[src/rtl/regfile_write_arbiter.sv]
// rtl/regfile_write_arbiter.sv - register file write-port arbiter between WB and the MD unit
// Optional statistics counters are built when REGFILE_ARB_STATS_EN is defined.
module regfile_write_arbiter #(
  parameter int unsigned STARVE_LIMIT = 4
) (
  input  logic        clk,
  input  logic        reset,
  input  logic        wb_we,
  input  logic [4:0]  wb_waddr,
  input  logic [31:0] wb_wdata,
  input  logic        md_valid,
  input  logic [4:0]  md_waddr,
  input  logic [31:0] md_wdata,
  output logic        md_ready,
  input  logic        md_issue,
  input  logic [4:0]  md_issue_reg,
  output logic        wb_stall,
  output logic        rf_we,
  output logic [4:0]  rf_waddr,
  output logic [31:0] rf_wdata,
  input  logic [4:0]  rs_addr,
  input  logic [4:0]  rt_addr,
  output logic        rs_busy,
  output logic        rt_busy,
  output logic [31:0] md_grant_cnt,
  output logic [31:0] stall_cnt
);

  typedef enum logic [1:0] {
    IDLE  = 2'd0,
    WAIT  = 2'd1,
    FORCE = 2'd2
  } state_t;

  state_t      state;
  logic [3:0]  cnt;
  logic [31:1] busy;

  logic        wbq;
  logic        grant_md;
  logic        md_hs;
  logic [31:0] busy_all;
  logic [31:0] busy_next;

  assign wbq      = wb_we && (wb_waddr != 5'd0);
  assign busy_all = {busy, 1'b0};

  always_comb begin
    grant_md = 1'b0;
    case (state)
      IDLE:    grant_md = md_valid && !wbq;
      WAIT:    grant_md = md_valid && !wbq;
      FORCE:   grant_md = 1'b1;
      default: grant_md = 1'b0;
    endcase
  end

  // Every output is gated by reset so nothing reaches the register file while reset is held.
  always_comb begin
    md_ready = 1'b0;
    wb_stall = 1'b0;
    rf_we    = 1'b0;
    rf_waddr = 5'd0;
    rf_wdata = 32'd0;
    if (reset) begin
      md_ready = grant_md;
      wb_stall = (state == FORCE);
      if (grant_md) begin
        rf_we    = (md_waddr != 5'd0);
        rf_waddr = md_waddr;
        rf_wdata = md_wdata;
      end else begin
        rf_we    = wbq;
        rf_waddr = wb_waddr;
        rf_wdata = wb_wdata;
      end
    end
  end

  assign md_hs   = md_valid && md_ready;
  assign rs_busy = reset && busy_all[rs_addr];
  assign rt_busy = reset && busy_all[rt_addr];

  // Set is applied after clear so an issue to the register being retired keeps it busy.
  always_comb begin
    busy_next = busy_all;
    if (md_hs) busy_next[md_waddr] = 1'b0;
    if (md_issue) busy_next[md_issue_reg] = 1'b1;
    busy_next[0] = 1'b0;
  end

  always_ff @(posedge clk or negedge reset) begin
    if (!reset) begin
      state <= IDLE;
      cnt   <= 4'd0;
      busy  <= '0;
    end else begin
      busy <= busy_next[31:1];
      case (state)
        IDLE: begin
          if (md_valid && wbq) begin
            state <= WAIT;
            cnt   <= 4'd1;
          end
        end
        WAIT: begin
          if (!md_valid || !wbq) begin
            state <= IDLE;
            cnt   <= 4'd0;
          end else if (cnt == 4'(STARVE_LIMIT)) begin
            state <= FORCE;
          end else begin
            cnt <= cnt + 4'd1;
          end
        end
        FORCE: begin
          state <= IDLE;
          cnt   <= 4'd0;
        end
        default: begin
          state <= IDLE;
          cnt   <= 4'd0;
        end
      endcase
    end
  end

`ifdef REGFILE_ARB_STATS_EN
  always_ff @(posedge clk or negedge reset) begin
    if (!reset) begin
      md_grant_cnt <= 32'd0;
      stall_cnt    <= 32'd0;
    end else begin
      if (md_hs) md_grant_cnt <= md_grant_cnt + 32'd1;
      if (state == FORCE) stall_cnt <= stall_cnt + 32'd1;
    end
  end
`else
  assign md_grant_cnt = 32'd0;
  assign stall_cnt    = 32'd0;
`endif

endmodule

[config.mk]
export PLATFORM = sky130hd
export DESIGN_NAME = regfile_write_arbiter
export DESIGN_NICKNAME = d
export VERILOG_FILES = /design/src/rtl/regfile_write_arbiter.sv
export SDC_FILE = /design/constraint.sdc
export NUM_CORES = 1
export LEC_CHECK = 0
export CORE_UTILIZATION = 39
export CTS_CLUSTER_DIAMETER = 60
export DETAILED_ROUTE_END_ITERATION = 10
export PLACE_DENSITY = 0.82
export SLEW_MARGIN = 20
export SYNTH_ARGS = -nofsm -noshare
export SYNTH_HDL_FRONTEND = slang
export SYNTH_SLANG_ARGS = --single-unit
[constraint.sdc]
create_clock -name clk -period 2.9 [get_ports clk]
set_clock_uncertainty 0.15 [all_clocks]
set_input_delay 0.58 -clock clk [delete_from_list [all_inputs] [get_ports clk]]
set_output_delay 0.58 -clock clk [all_outputs]
set_load 0.02 [all_outputs]
==> run_results.csv, run 1 <==
group,metric,value,unit
outcome,status,"finished with violations",
setup_path,crit_arrival,2.19,ns
setup_path,critPathRequiredTime,2.17,ns
logic_synthesis,synthCells,413,
sta,rsz0062_at_grt,"true",
setup_path,crit_path_max_fanout,7,
logic_synthesis,synth_xor_area_share,0.2496,%
placement,gp_congestion,0.9406,
setup_path,critPathLaunch,"wb_waddr[4]",
logic_synthesis,synthAdderAreaFrac,0.7133,%
placement,dp.cells,677,
logic_synthesis,yosys.area_share.simple,19.33,%
layout,areaGrowthSynthToFinish,52.21,%
floorplanning,die_x,96.85,um
layout,final_util,61.23,%
layout,nets,682,
layout,final_cell_mix,"clkdlybuf4s50_1, nand2_1, conb_1, o21ai_0, buf_4",
setup_path,r2r-end,"busy[3]",
drt,via_count,3667,
power_and_ir_drop,power.share.switching,34.26,%
sta,slew_violations,0,
layout,drive_above_1_share,32.20,%
sta,period_needed,2.924,ns
power_and_ir_drop,power_density,383.0,nW/um2
layout,final_common_cell,"clkdlybuf4s50_1",
setup_path,path_class,"input port to output port",
setup_path,start_kind,"input port",
power_and_ir_drop,power_frac_clock,23.0,%
floorplanning,core_area,8721,um2
logic_synthesis,netlist_area,3508,um2
power_and_ir_drop,ir_worst_vdd,0.2549,mV
drt,firstDrtPassIters,4,
global_routing,grt_first_pass_wirelength,17920,um
floorplanning,die_y,96.85,um
setup_path,rr_worst_depth,6,
setup_path,end_kind,"output port",
floorplanning,initial_utilization,40.23,%
logic_synthesis,ys_ff_latch,37,
logic_synthesis,yosysSeqAreaShare,26.39,%
placement,place_worst_setup_slack,-0.7968,ns
logic_synthesis,async_flop_share,100.0,%
logic_synthesis,avgSynthCellArea,8.495,um2
drt,post-route-drc-count,0,
power_and_ir_drop,pwr-share-comb,42.0,%
layout,final_cells,696,
worst_hold_path,hold_path.class,"input port to async pin",
drt,wire_per_inst,16.31,um
sta,finalSetupTns,-0.04739,ns
clocking,clockRootBuffer,"clkbuf_8",
logic_synthesis,synth_compound_area_share,23.86,%
power_and_ir_drop,p_switching,0.7007,mW
floorplanning,ios,200,
placement,io_buffers,135,
logic_synthesis,synth_top_area_cell,"dfrtp_1",
clocking,clock_latency,0.29,ns
logic_synthesis,synth_edf_count,0,
setup_path,r2r_slack,0.99,ns
setup_path,r2r_start,"state[1]",
sta,setup_viol,7,
logic_synthesis,synth_cell_types,50,
floorplanning,rows,34,
sta,finalCritPeriodShare,100.8,%
clocking,cts_tree,"built",
drt,wl,11350,um
power_and_ir_drop,p_leak,2.376,nW
global_routing,track_usage,23.60,%
drt,drt-initial-drc-count,159,
power_and_ir_drop,p_total,2.045,mW
global_routing,overflow,0,
clocking,htree_levels,2,
sta,fmax,0.3420,GHz
sta,holdWs,0.06736,ns
clocking,clk_pin_slew,0.08,ns
logic_synthesis,yosys.area.top_type_share,26.39,%
drt,ant_nets,0,
logic_synthesis,synthFlopType,"dfrtp_1",
power_and_ir_drop,share_seq_of_total_power,35.0,%
layout,final_area,5340,um2
clocking,clockBufferDepth,2,
outcome,failed_checks,"setup timing",
global_routing,grt_pass1_vias,3581,
floorplanning,die-area,9379,um2
logic_synthesis,yosysWarnings,0,
placement,placed_area,4986,um2
clocking,numCtsBuffers,5,
clocking,numClockSinks,37,
logic_synthesis,synth_top_family_by_area,"compound AO/OA/AOI/OAI gates",
global_routing,grt_max_degree,47,
global_routing,antenna_found_initial,0,
logic_synthesis,synth_area_leaders,"dfrtp_1, buf_4, mux4_2",
placement,dp_hpwl,8661,um
sta,worst_slack,-0.02419,ns
power_and_ir_drop,internal_power,1.344,mW
run,drv_cap,0,
drt,avgViaCountPerCell,5.269,
logic_synthesis,synthMuxAreaShare,11.59,%
sta,hold_viol_final,0,
[synth_stat cells, drive strengths merged, types with 3 or more instances]
| cell | n |
|---|---|
| inv | 6 |
| nand3b | 8 |
| a21oi | 7 |
| mux4 | 14 |
| nor2 | 7 |
| nand2 | 93 |
| a21boi | 37 |
| dfrtp | 37 |
| nand3 | 10 |
| nor2b | 3 |
| buf | 73 |
| or3b | 3 |
| mux2i | 8 |
| o211ai | 4 |
| o41ai | 3 |
| o21ai | 61 |
| clkbuf | 11 |
[per-layer routing]
| metal | share of wire [%] | global-route usage [%] | routed length (um) |
|---|---|---|---|
| met2 | 53 | 43.17 | 6031 |
| met1 | 36 | 26.96 | 4095 |
| met4 | 1.6 | 5.741 | 177 |
| met5 | 0 | 0 | 0 |
| met3 | 9.2 | 6.575 | 1050 |
[sequential cells by signal (all words and copies together) (netlist names)]
register and cells:
busy 31, cnt 4, state 2
[power groups by stage]
stage / Sequential (mW) / Clock [mW] / Combinational [mW]
6_report: 0.716 / 0.471 / 0.858
5_1_grt: 0.729 / 0.499 / 0.922
3_5_place_dp: 0.722 / 0 / 0.811
3_3_place_gp: 0.708 / 0 / 0.792
4_1_cts: 0.711 / 0.474 / 0.834
2_1_floorplan: 0.683 / 0 / 0.539
[critical path: stages]
cell and delay [ns]:
buf_6 0.09, or4_4 0.54, o21ai_4 0.17, a21o_4 0.19, buf_12 0.13, buf_8 0.13, nand2_4 0.05, a21boi_2 0.17
buf_6 0.14
[worst max path at each step]
| stage | to | slack [ns] | cells past startpoint |
|---|---|---|---|
| finish | rf_wdata[21] | -0.02 | 9 |
| global route | rf_wdata[21] | -0.08 | 9 |
| CTS | rf_wdata[2] | -0.05 | 9 |
| detailed placement | rt_busy | -0.80 | 6 |
| global placement | rf_wdata[8] | -0.77 | 8 |
| floorplan | rf_waddr[0] | 0.008 | 6 |
[area by class of cell]
class	instances	area, um2
Antenna cell	1	2.502
Clock buffer	6	82.58
Multi-Input combinational cell	350	2346
Inverter	6	22.52
Fill cell	724	3381
Timing Repair Buffer	186	1788
Sequential cell	37	925.9
Tap cell	108	135.1
Clock inverter	2	37.54
[cell families (layout without fill, tap and decap cells)]
| kind of cell | after synthesis | in the layout |
|---|---|---|
| adder cells (fa/ha/maj) | 2 | 2 |
| AND/OR/NAND/NOR | 139 | 139 |
| other | 1 | 65 |
| XOR/XNOR | 1 | 1 |
| buffers and inverters | 90 | 200 |
| AO/OA/AOI/OAI | 120 | 121 |
| flip-flops | 37 | 37 |
| multiplexers | 23 | 23 |
[repair_timing]
item                       CTS  global route
cloned                       3             0
hold buffers                 0             0
gates resized for setup    284            47
pin swaps                   34            22
buffers inserted             6             4
setup endpoints to repair   41            41
Note: power is estimated with default switching activity, not from simulation.
==> inputs of run 2 (changes only) <==
CTS_CLUSTER_SIZE = 10   (was not set)
==> results of run 2 <==
No change in the layout: final DEF, timing and power equal those of run 1.
